==> src/rtl/mips_muldiv_ctrl.sv <==
// Iterative MIPS32 multiply/divide unit: owns HI/LO, runs MULT/MULTU/DIV/DIVU
// over WIDTH shift cycles plus one sign-fix cycle, and stalls dependent EX ops.
module mips_muldiv_ctrl #(
    parameter int WIDTH = 32,
    parameter int CNT_W = 6
) (
    input  logic             clk,
    input  logic             reset,
    input  logic             start,
    input  logic [1:0]       op,
    input  logic [WIDTH-1:0] rs_val,
    input  logic [WIDTH-1:0] rt_val,
    input  logic             mf_req,
    input  logic             mthi,
    input  logic             mtlo,
    input  logic [WIDTH-1:0] mt_data,
    output logic [WIDTH-1:0] hi,
    output logic [WIDTH-1:0] lo,
    output logic             busy,
    output logic             stall,
    output logic             done,
    output logic             div_zero
);

    typedef enum logic [1:0] {IDLE, BUSY, FIX} state_t;

    state_t             state, next_state;
    logic [CNT_W-1:0]   count;
    logic [WIDTH-1:0]   acc;
    logic [WIDTH-1:0]   shreg;
    logic [WIDTH-1:0]   operand;
    logic               is_div, neg_res, neg_rem, zero_div;

    logic               signed_op;
    logic [WIDTH-1:0]   rs_mag, rt_mag;
    logic [WIDTH:0]     mul_sum, div_shift, div_diff;
    logic [2*WIDTH-1:0] product, product_fix;
    logic [WIDTH-1:0]   quot_fix, rem_fix;

    assign signed_op = ~op[0];
    assign busy      = (state != IDLE);
    assign stall     = busy & (start | mf_req | mthi | mtlo);

    always_comb begin
        rs_mag = (signed_op && rs_val[WIDTH-1]) ? -rs_val : rs_val;
        rt_mag = (signed_op && rt_val[WIDTH-1]) ? -rt_val : rt_val;
    end

    // acc is the running product high half / partial remainder; shreg holds
    // the multiplier shifting out while product bits shift in, or the
    // dividend shifting out while quotient bits shift in.
    always_comb begin
        mul_sum     = {1'b0, acc} + (shreg[0] ? {1'b0, operand} : '0);
        div_shift   = {acc, shreg[WIDTH-1]};
        div_diff    = div_shift - {1'b0, operand};
        product     = {acc, shreg};
        product_fix = neg_res ? -product : product;
        quot_fix    = neg_res ? -shreg : shreg;
        rem_fix     = neg_rem ? -acc : acc;
    end

    always_ff @(posedge clk) begin
        if (!reset) state <= IDLE;
        else        state <= next_state;
    end

    always_comb begin
        next_state = state;
        case (state)
            IDLE:    if (start) next_state = BUSY;
            BUSY:    if (count == CNT_W'(1)) next_state = FIX;
            FIX:     next_state = IDLE;
            default: next_state = IDLE;
        endcase
    end

    always_ff @(posedge clk) begin
        if (!reset) begin
            count    <= '0;
            acc      <= '0;
            shreg    <= '0;
            operand  <= '0;
            is_div   <= 1'b0;
            neg_res  <= 1'b0;
            neg_rem  <= 1'b0;
            zero_div <= 1'b0;
            hi       <= '0;
            lo       <= '0;
            done     <= 1'b0;
            div_zero <= 1'b0;
        end else begin
            done     <= 1'b0;
            div_zero <= 1'b0;
            case (state)
                IDLE: begin
                    if (start) begin
                        acc      <= '0;
                        shreg    <= rs_mag;
                        operand  <= rt_mag;
                        count    <= CNT_W'(WIDTH);
                        is_div   <= op[1];
                        neg_res  <= signed_op & (rs_val[WIDTH-1] ^ rt_val[WIDTH-1]);
                        neg_rem  <= signed_op & rs_val[WIDTH-1];
                        zero_div <= op[1] & (rt_val == '0);
                    end else begin
                        if (mthi) hi <= mt_data;
                        if (mtlo) lo <= mt_data;
                    end
                end
                BUSY: begin
                    count <= count - CNT_W'(1);
                    if (is_div) begin
                        if (!div_diff[WIDTH]) begin
                            acc   <= div_diff[WIDTH-1:0];
                            shreg <= {shreg[WIDTH-2:0], 1'b1};
                        end else begin
                            acc   <= div_shift[WIDTH-1:0];
                            shreg <= {shreg[WIDTH-2:0], 1'b0};
                        end
                    end else begin
                        acc   <= mul_sum[WIDTH:1];
                        shreg <= {mul_sum[0], shreg[WIDTH-1:1]};
                    end
                end
                FIX: begin
                    // A zero divisor leaves the dividend magnitude in acc, so
                    // rem_fix already reproduces the original rs value.
                    if (is_div) begin
                        hi <= rem_fix;
                        lo <= zero_div ? '1 : quot_fix;
                    end else begin
                        hi <= product_fix[2*WIDTH-1:WIDTH];
                        lo <= product_fix[WIDTH-1:0];
                    end
                    done     <= 1'b1;
                    div_zero <= zero_div;
                end
                default: ;
            endcase
        end
    end

endmodule

==> config.mk <==
export PLATFORM = sky130hd
export DESIGN_NAME = mips_muldiv_ctrl
export DESIGN_NICKNAME = d
export VERILOG_FILES = /design/src/rtl/mips_muldiv_ctrl.sv
export SDC_FILE = /design/constraint.sdc
export NUM_CORES = 1
export LEC_CHECK = 0
export BUFFER_PORTS_ARGS = -buffer_cell sky130_fd_sc_hd__buf_4
export CAP_MARGIN = 0
export CORE_UTILIZATION = 27
export CTS_CLUSTER_SIZE = 25
export DETAILED_ROUTE_END_ITERATION = 8
export HOLD_SLACK_MARGIN = 0.02
export SYNTH_ARGS = -nofsm -noshare
export SYNTH_HDL_FRONTEND = slang
export SYNTH_SLANG_ARGS = --single-unit
==> constraint.sdc <==
create_clock -name clk -period 4.25 [get_ports clk]
set_clock_uncertainty 0.2 [all_clocks]
set_input_delay 0.2125 -clock clk [delete_from_list [all_inputs] [get_ports clk]]
set_output_delay 0.2125 -clock clk [all_outputs]
set_load 0.03 [all_outputs]
**Word level (Yosys, flattened, before mapping)**

Index checks and enable logic that the tools add are counted.

- Output and inout port bits: 68
- Bits in registers: 174

- Reduce and logical (&&, ||, !) cells: 13
- Bitwise gates (word level): 9
- Mux-type cells: 29
- Eq/ne operators: 8
- $add $sub $neg: 8

Operator list:

| operator | count |
|---|---|
| 32-bit 2-to-1 mux | 17 |
| 32-bit case mux with 2 select lines | 4 |
| 32-bit negation | 4 |
| 64-bit 2-to-1 mux | 1 |
| 64-bit negation | 1 |
| 32-bit by 32-bit adder with 33-bit output | 1 |
| 33-bit by 32-bit subtractor with 33-bit output | 1 |
| 32-bit logical NOT | 1 |
| 6-bit case mux with 2 select lines | 1 |
| 2-bit inequality test, second input constant | 5 |
| 2-bit AND reduction | 4 |
| 6-bit by 1-bit equality test with 1-bit output, second input constant | 1 |
| 6-bit 2-to-1 mux | 1 |
| 3-bit AND reduction | 2 |
| 2-bit nonzero test | 3 |
| 6-bit by 1-bit subtractor with 6-bit output, second input constant | 1 |
| 1-bit bitwise AND | 4 |
| 2-bit 2-to-1 mux | 2 |
| 2-bit case mux with 2 select lines | 1 |
| 1-bit bitwise OR | 3 |
| 2-bit by 1-bit equality test with 1-bit output, second input constant | 1 |
| 2-bit equality test, second input constant | 1 |
| 1-bit logical AND | 2 |
| 2-bit logical NOT | 1 |
| other kinds (3) | 4 |

**Longest topological paths before layout**

Gate-level depths: netlist of run 1.

- Word-level depth: 5
- Depth in mapped cells: 14

**Least setup slack after synthesis of run 1**

No wires, ideal clock.

- Path kind: register -> register
- From: register shreg[31]
- To: register acc[13]
- Path slack: 0.538 ns
- Arrival: 3.383 ns
- Stages on the path, launching flop included: 15
- Period minus slack after synthesis: 3.712 ns
- Path buffers: 2
- Cells stage by stage: dfxtp_1 > inv_1 > ha_1 > fa_1 > nand2b_1 > a21o_1 > a211o_1 > o21ai_0 > o211ai_1 > nand2_1 > xor2_1 > buf_2 > buf_2 > mux2i_1 > o21ai_0

- Word-level cells in the longest chain between the ends: 4

Ends and longest elaborated chain:

| item | line | RTL |
|---|---|---|
| start: declaration | 30 | `logic [WIDTH-1:0] shreg;` |
| start signal: assignment | 98 | `shreg <= rs_mag;` |
| start signal: assignment | 115 | `shreg <= {shreg[WIDTH-2:0], 1'b1};` |
| start signal: assignment | 118 | `shreg <= {shreg[WIDTH-2:0], 1'b0};` |
| 33-bit by 32-bit subtractor with 33-bit output | 55 | `div_diff = div_shift - {1'b0, operand};` |
| 32-bit 2-to-1 mux | 113 | `if (!div_diff[WIDTH]) begin` |
| 32-bit 2-to-1 mux | 112 | `if (is_div) begin` |
| 32-bit case mux with 2 select lines | 94 | `case (state)` |
| end signal: assignment | 114 | `acc <= div_diff[WIDTH-1:0];` |
| end signal: assignment | 117 | `acc <= div_shift[WIDTH-1:0];` |
| end signal: assignment | 121 | `acc <= mul_sum[WIDTH:1];` |
| end: declaration | 29 | `logic [WIDTH-1:0] acc;` |

No other way between the ends.
A chain may end at the register's enable or synchronous reset.

**Worst setup path after layout of run 1**

- From: register acc[0]
- To: register acc[0]

- Word-level cells in the longest chain between the ends: 4

Ends and longest elaborated chain:

| item | line |
|---|---|
| 33-bit by 32-bit subtractor with 33-bit output | 55 |
| 32-bit 2-to-1 mux | 113 |
| 32-bit 2-to-1 mux (*) | 112 |
| 32-bit case mux with 2 select lines (*) | 94 |

Mark *: on every way between the ends. The rest lies on a longest branch, timed or not.

==> flow_metrics.tcl, run 1 <==
set metrics [dict create \
    outcome "finished clean" \
    die_h_um 229 \
    grt_start_max_net_pins 92 \
    synth-compound-area-share_pct 28.5 \
    tightest_slew_ns 1.07 \
    slew-limit-headroom_pct 28.3 \
    clk_pin_slew_ns 0.07 \
    cts_sinks 174 \
    rsz0062_at_grt "false" \
    drc 0 \
    holdCritPathClass "in2reg" \
    synth_xor_area_share_pct 10.3 \
    synth_edf_count 0 \
    worstPathRequired_ns 4.41 \
    synth_top_area_cell "dfxtp_1" \
    clk_latency_ns 0.47 \
    crit_chain "inv_1 > fa_1 > nand2b_1 > a21o_1 > a211o_1 > o21ai_0 > o211ai_1 > nand2_1 > xor2_4 > buf_4 > mux2_2 > o221ai_1" \
    antennaDiodeCount 0 \
    reg2reg_depth 12 \
    timing.final.crit_share_pct 93.5 \
    fin_setup_tns_ns 0 \
    cpMaxStageDelayCell "dfxtp_1" \
    ios 172 \
    crit_fanout 9 \
    grt-ovfl-total 0 \
    crit_buf_inv 2 \
    ys.flop_type "dfxtp_1" \
    max_cap_viol_count 0 \
    h-tree-depth 4 \
    layout-drive-gt1-share_pct 15.1 \
    seq_area_frac_synth_pct 25.0 \
    cts-root-buf "clkbuf_16" \
    io_buffers 171 \
    critPathMaxStageDelay_ns 0.53 \
    synthMuxAreaShare_pct 6.86 \
    rows 82 \
    holdPathStages 3 \
    wire_per_inst_um 19.6 \
    critical_path_class "reg2reg" \
    fin_util_pct 34.6 \
    fin_nets 2199 \
    yosysTopAreaCellShare_pct 25.0 \
    setup_ws_ns 0.277 \
    rrSetupSlack_ns 0.28 \
    synthSimpleGateAreaFrac_pct 17.7 \
    vias 14640 \
    start_util_pct 27.6 \
    gp_congestion 0.975 \
    crit_arrival_ns 4.13 \
    worst_setup_path_end_kind "register" \
    die_area_sq_um 52500 \
    drtPass1Iterations 5 \
    fillers 5300 \
    ys_top_cells_by_area "dfxtp_1, xnor2_1, a21oi_1" \
    worstSetupStartpointType "register" \
    syn_area_sq_um 13900 \
    clockBufferDepth 2 \
    min_to "operand[11]" \
    tritoncts "yes" \
    ant_nets 0 \
    synth_top_family_by_area "compound AO/OA/AOI/OAI gates" \
    via_per_inst 5.41 \
    clock.fmax_ghz 0.252 \
    synthAdderAreaFrac_pct 6.58 \
    p_per_area_nw_per_um2 323 \
    cts_repair_resize_count 0 \
    synth_cells 1818 \
    finalMaxSlewViolations 0 \
    leakagePower_nw 6.88 \
    worstHoldStart "rt_val[11]" \
    place_ws_ns 0.370 \
    track_usage_pct 19.8 \
    coreArea_sq_um 50500 \
    fin_crit_ns 3.97 \
    setup_viol 0 \
    yosysWarnings 0 \
    syn_nets 1994 \
    cts_buffers 17 \
    reg2reg_from "acc[0]" \
    areaGrowthSynthToFinish_pct 25.5 \
    peakVddDrop_uv 308 \
    dp_hpwl_um 41100 \
    grt_pass1_wl_um 81000 \
    die_w_um 229 \
    worst-path-stages 12 \
    async_flop_share_pct 0 \
    drt-total-wl_um 53200 \
    drt-initial-drc-count 1315 \
    r2r-end "acc[0]" \
    grt_pass1_vias 13867 \
    crit_family "compound AO/OA/AOI/OAI gates" \
    antenna_found_initial 0 \
    ys_seq_elements 174 \
    synth_cell_types 75 \
    hold_violations 0 \
    syn_area_per_cell_sq_um 7.66 \
]
## flip-flops by register name, summed over array words and instances, names as in the netlist
register	cells
done	1
count	6
neg_rem	1
zero_div	1
div_zero	1
state	2
lo	32
neg_res	1
shreg	32
operand	32
is_div	1
acc	32
hi	32
## how the worst max path moves through the flow
stage	startpoint	end
after detailed placement	acc[0]	acc[0]
final	acc[0]	acc[0]
after global placement	shreg[31]	acc[0]
after floorplan	shreg[31]	acc[13]
after CTS	acc[0]	acc[21]
after global routing	acc[0]	acc[21]
## Yosys cell counts (4+ instances only)
| cell type | count |
|---|---|
| nor4_1 | 16 |
| a41oi_1 | 6 |
| o31ai_1 | 22 |
| o21ai_0 | 130 |
| or4_4 | 4 |
| a21o_1 | 25 |
| o21a_1 | 11 |
| o21bai_1 | 10 |
| a32oi_1 | 5 |
| nand2_1 | 156 |
| a21oi_1 | 187 |
| and2_1 | 11 |
| o211ai_1 | 10 |
| or3_1 | 17 |
| or2_2 | 6 |
| or4_1 | 11 |
| a211oi_1 | 88 |
| a311oi_1 | 8 |
| xor2_1 | 53 |
| nand2b_1 | 26 |
| clkbuf_1 | 92 |
| a22oi_1 | 12 |
| inv_1 | 62 |
| and3_1 | 5 |
| a31oi_1 | 15 |
| o41ai_1 | 16 |
| buf_1 | 17 |
| nand3b_1 | 8 |
| nor3b_1 | 5 |
| nor3_1 | 28 |
| o2111ai_1 | 4 |
| o221ai_1 | 33 |
| ha_1 | 70 |
| xnor2_1 | 111 |
| nor2_1 | 169 |
| nor2b_1 | 19 |
| mux2i_1 | 65 |
| nand3_1 | 23 |
| nand4_1 | 7 |
| dfxtp_1 | 174 |
| mux2_2 | 27 |
## placed cells by master (no fill, tap or decap), drive strengths merged, types with 6 or more instances in the layout
cell type    netlist  layout
nand3b             8       8
or4               15      15
a41oi              6       6
dlygate4sd3        0      81
inv               62      68
or2                7       7
o21a              11      11
and2              11      11
mux2              27      27
nand4              7       7
nand2b            26      26
nor3              28      28
dfxtp            174     174
clkbuf            94      17
mux2i             65      65
a21oi            187     187
o211ai            10      10
o21bai            10      10
a211oi            88      88
a21o              25      25
nand3             24      24
xor2              53      53
o221ai            33      33
clkinv             1       6
xnor2            111     111
nor2b             19      19
a22oi             12      12
ha                70      70
nor4              16      16
or3               18      18
buf               23     222
o21ai            131     131
o31ai             23      23
a31oi             15      15
o41ai             18      18
a311oi             8       8
nor2             169     169
nand2            156     156
## layer usage
layer / vias up / share of wire, % / routed length (um) / GRT usage (%)
met4: 0 / 3.2 / 1690 / 6.94
met3: 79 / 6.5 / 3470 / 3.93
met2: 503 / 44 / 23400 / 30.8
li1: 7071 / - / - / -
met5: - / 0 / 0 / 0
met1: 6987 / 46 / 24600 / 26.9
## final cells by class
type                            count  area (sq um)  area share, %
Clock buffer                       17           425           2.44
Tap cell                          672           841           4.81
Sequential cell                   174          3480           19.9
Clock inverter                     15           220           1.26
Timing Repair Buffer              303          2480           14.2
Multi-Input combinational cell   1464          9780           56.0
Inverter                           63           238           1.36
## cells by family after synthesis
| logic type | after synthesis |
|---|---|
| multiplexers | 92 |
| flip-flops | 174 |
| XOR/XNOR | 164 |
| adder cells (fa/ha/maj) | 72 |
| AO/OA/AOI/OAI | 615 |
| buffers and inverters | 180 |
| AND/OR/NAND/NOR | 521 |
## report_power, final
group / internal [mW] / switching [mW] / total, mW / leakage, nW
Clock: 0.957 / 0.809 / 1.77 / 0.312
Combinational: 0.811 / 1.17 / 1.98 / 5.14
Sequential: 1.75 / 0.141 / 1.89 / 1.43
Total: 3.52 / 2.12 / 5.63 / 6.88
## repair_timing
action / 4_1_cts / 5_1_grt
endpoints found under the setup margin: 0 / 0
hold buffers: 81 / 0
endpoints found under the hold margin: 109 / 0
buffers inserted: 0 / 0
## stage by stage
stage | power (mW) | cell area [sq um] | std cells | hold WS [ns]
final | 5.63 | 17500 | 2708 | 0.0426
after global placement | 3.79 | 16000 | 2595 | 0.239
after detailed placement | 3.81 | 16000 | 2595 | 0.245
after floorplan | 3.17 | 13900 | 1818 | 0.148
after CTS | 5.63 | 17500 | 2708 | 0.0484
after global routing | 5.90 | 17500 | 2708 | 0.0688
## worst register-to-register path, stage by stage, from the launching register on
cell,delay [ns]
dfxtp_1,0.53
inv_1,0.16
fa_1,0.47
nand2b_1,0.20
a21o_1,0.20
a211o_1,0.29
o21ai_0,0.47
o211ai_1,0.17
nand2_1,0.25
xor2_4,0.21
buf_4,0.24
mux2_2,0.35
o221ai_1,0.15
Power figures use the tool's default switching activity.
==> inputs of run 2 (changes only) <==
CORE_UTILIZATION = 40   (was 27)
PLACE_DENSITY = 0.61   (was not set)
==> run 2 against run 1 <==
Wire length down 4.6%. Cell count down 8.4%. Sequential share of layout area up 0.40 points. Via count about the same. Critical endpoint is now acc[7]. Largest power group unchanged. Highest routed layer is now met5.
==> flow_metrics.tcl, run 2 (synthesis results as in run 1) <==
set metrics [dict create \
    p_per_area_nw_per_um2 324 \
    tightest_slew_ns 1.06 \
    hold_violations 0 \
    worstSetupStartpointType "register" \
    crit_chain "inv_1 > fa_1 > nand2b_1 > a21o_1 > a211o_1 > o21ai_1 > o211ai_1 > nand2_1 > xor2_4 > buf_4 > buf_4 > mux2i_1 > o21ai_0" \
    grt_pass1_wl_um 76800 \
    mostFrequentLayoutCell "buf_4" \
    grt_pass1_vias 13409 \
    antenna_found_initial 1 \
    clock.fmax_ghz 0.255 \
    worst_setup_path_end_kind "register" \
    setup_viol 0 \
    tritoncts "yes" \
    drt-initial-drc-count 1176 \
    drt-total-wl_um 50800 \
    vias 14654 \
    drc 0 \
    start_util_pct 41.1 \
    holdCritPathClass "in2reg" \
    cts-root-buf "clkbuf_16" \
    crit_buf_inv 3 \
    finalMaxSlewViolations 0 \
    io_buffers 171 \
    worstHoldStart "rt_val[22]" \
    coreArea_sq_um 33900 \
    rsz0062_at_grt "false" \
    grt_start_max_net_pins 92 \
    clk_pin_slew_ns 0.08 \
    fin_crit_ns 3.93 \
    gp_congestion 0.967 \
    dp_hpwl_um 38300 \
    place_area_sq_um 15700 \
    p_comb_share_pct 35.5 \
    peakVddDrop_uv 289 \
    via_per_inst 5.91 \
    areaGrowthSynthToFinish_pct 23.0 \
    clk_latency_ns 0.45 \
    die_w_um 189 \
    critPathMaxStageDelay_ns 0.53 \
    fin_setup_tns_ns 0 \
    layout.cells.non_filler 2480 \
    power_frac_clock_pct 30.3 \
    hold_slack_ns 0.0403 \
    clockBufferDepth 2 \
    switching_share_pct 39.2 \
    cts_sinks 174 \
    max_cap_viol_count 0 \
    ant_nets 0 \
    crit_family "compound AO/OA/AOI/OAI gates" \
    placed_cells 2372 \
    rows 67 \
    internal_power_mw 3.37 \
    layout-drive-gt1-share_pct 15.2 \
    die_area_sq_um 35600 \
    ios 172 \
    wire_per_inst_um 20.5 \
    postCtsSetupBuffers 0 \
    fillers 3316 \
    switchingPower_mw 2.17 \
    register_area_sq_um 3480 \
    slew-limit-headroom_pct 29.3 \
    fin_nets 2195 \
    stdcell_area_sq_um 17100 \
    leakagePower_nw 6.85 \
    cts_buffers 17 \
    drtPass1Iterations 7 \
    worstPathRequired_ns 4.32 \
    h-tree-depth 4 \
    critical_path_class "reg2reg" \
    reg2reg_from "acc[0]" \
    seqPwrFrac_pct 34.2 \
    crit_start "acc[0]" \
    final_cell_mix "buf_4, a21oi_1, dfxtp_1" \
    multiInputGateArea_sq_um 9780 \
    grt-ovfl-total 0 \
    crit_fanout 11 \
    antennaDiodeCount 0 \
    crit_arrival_ns 3.99 \
    track_usage_pct 27.6 \
    outcome "finished clean" \
    cpMaxStageDelayCell "dfxtp_1" \
    rrSetupSlack_ns 0.32 \
    path_common_cell "buf_4" \
    timing.final.crit_share_pct 92.4 \
    die_h_um 189 \
]
==> run 2: cell count changes in the layout (fill, tap and decap cells not counted), sizes merged <==
cell	change
inv	+1
buf	+1
bufinv	-3
dlygate4sd3	-5
clkinv	+2
==> run 2: routing by layer <==
| layer | track usage [%] | wire length (um) | vias to the layer above |
|---|---|---|---|
| met5 | 0 | 13 | - |
| met4 | 7.94 | 1190 | 2 |
| met3 | 5.01 | 3870 | 54 |
| met2 | 42.6 | 22000 | 586 |
| met1 | 38.8 | 23700 | 6963 |
| li1 | - | - | 7049 |
==> run 2: through the flow <==
stage	util [%]	setup slack, ns	power, mW
2_1_floorplan	-	0.538	3.17
3_3_place_gp	46.5	0.462	3.79
3_5_place_dp	46.5	0.321	3.80
4_1_cts	50.6	0.281	5.52
5_1_grt	50.6	0.0900	5.79
6_report	50.6	0.323	5.55
==> run 2: path summary, 6_finish.rpt <==
check / endpoint / depth (start not counted)
max: acc[7] / 13
min: operand[22] / 3
max reg2reg: acc[7] / 13
min reg2reg: lo[11] / 2
==> run 2: tightest hold or removal path: stages <==
cell,delay (ns)
buf_4,0.10
xor2_1,0.10
a211oi_1,0.22
==> run 2: repair_timing <==
action / CTS / global route
endpoints found under the setup margin: 0 / 1
resized for setup: 0 / 1
hold buffers: 76 / 0
hold endpoints to repair: 98 / 0
==> run 2: cell type report <==
cell class / instances / share of cell area (%)
clock buffers: 17 / 2.48
clock inverters: 15 / 1.17
inverters: 63 / 1.39
multi-input cells: 1464 / 57.1
flip-flops and latches: 174 / 20.3
well taps: 448 / 3.27
repair buffers: 299 / 14.2
==> run 2: power groups by stage <==
| stage | clock network [mW] | logic (mW) | registers, mW |
|---|---|---|---|
| floorplan | 0 | 1.23 | 1.94 |
| global placement | 0 | 1.86 | 1.93 |
| detailed placement | 0 | 1.87 | 1.93 |
| CTS | 1.70 | 1.94 | 1.89 |
| global route | 1.76 | 2.12 | 1.91 |
| finish | 1.68 | 1.97 | 1.90 |
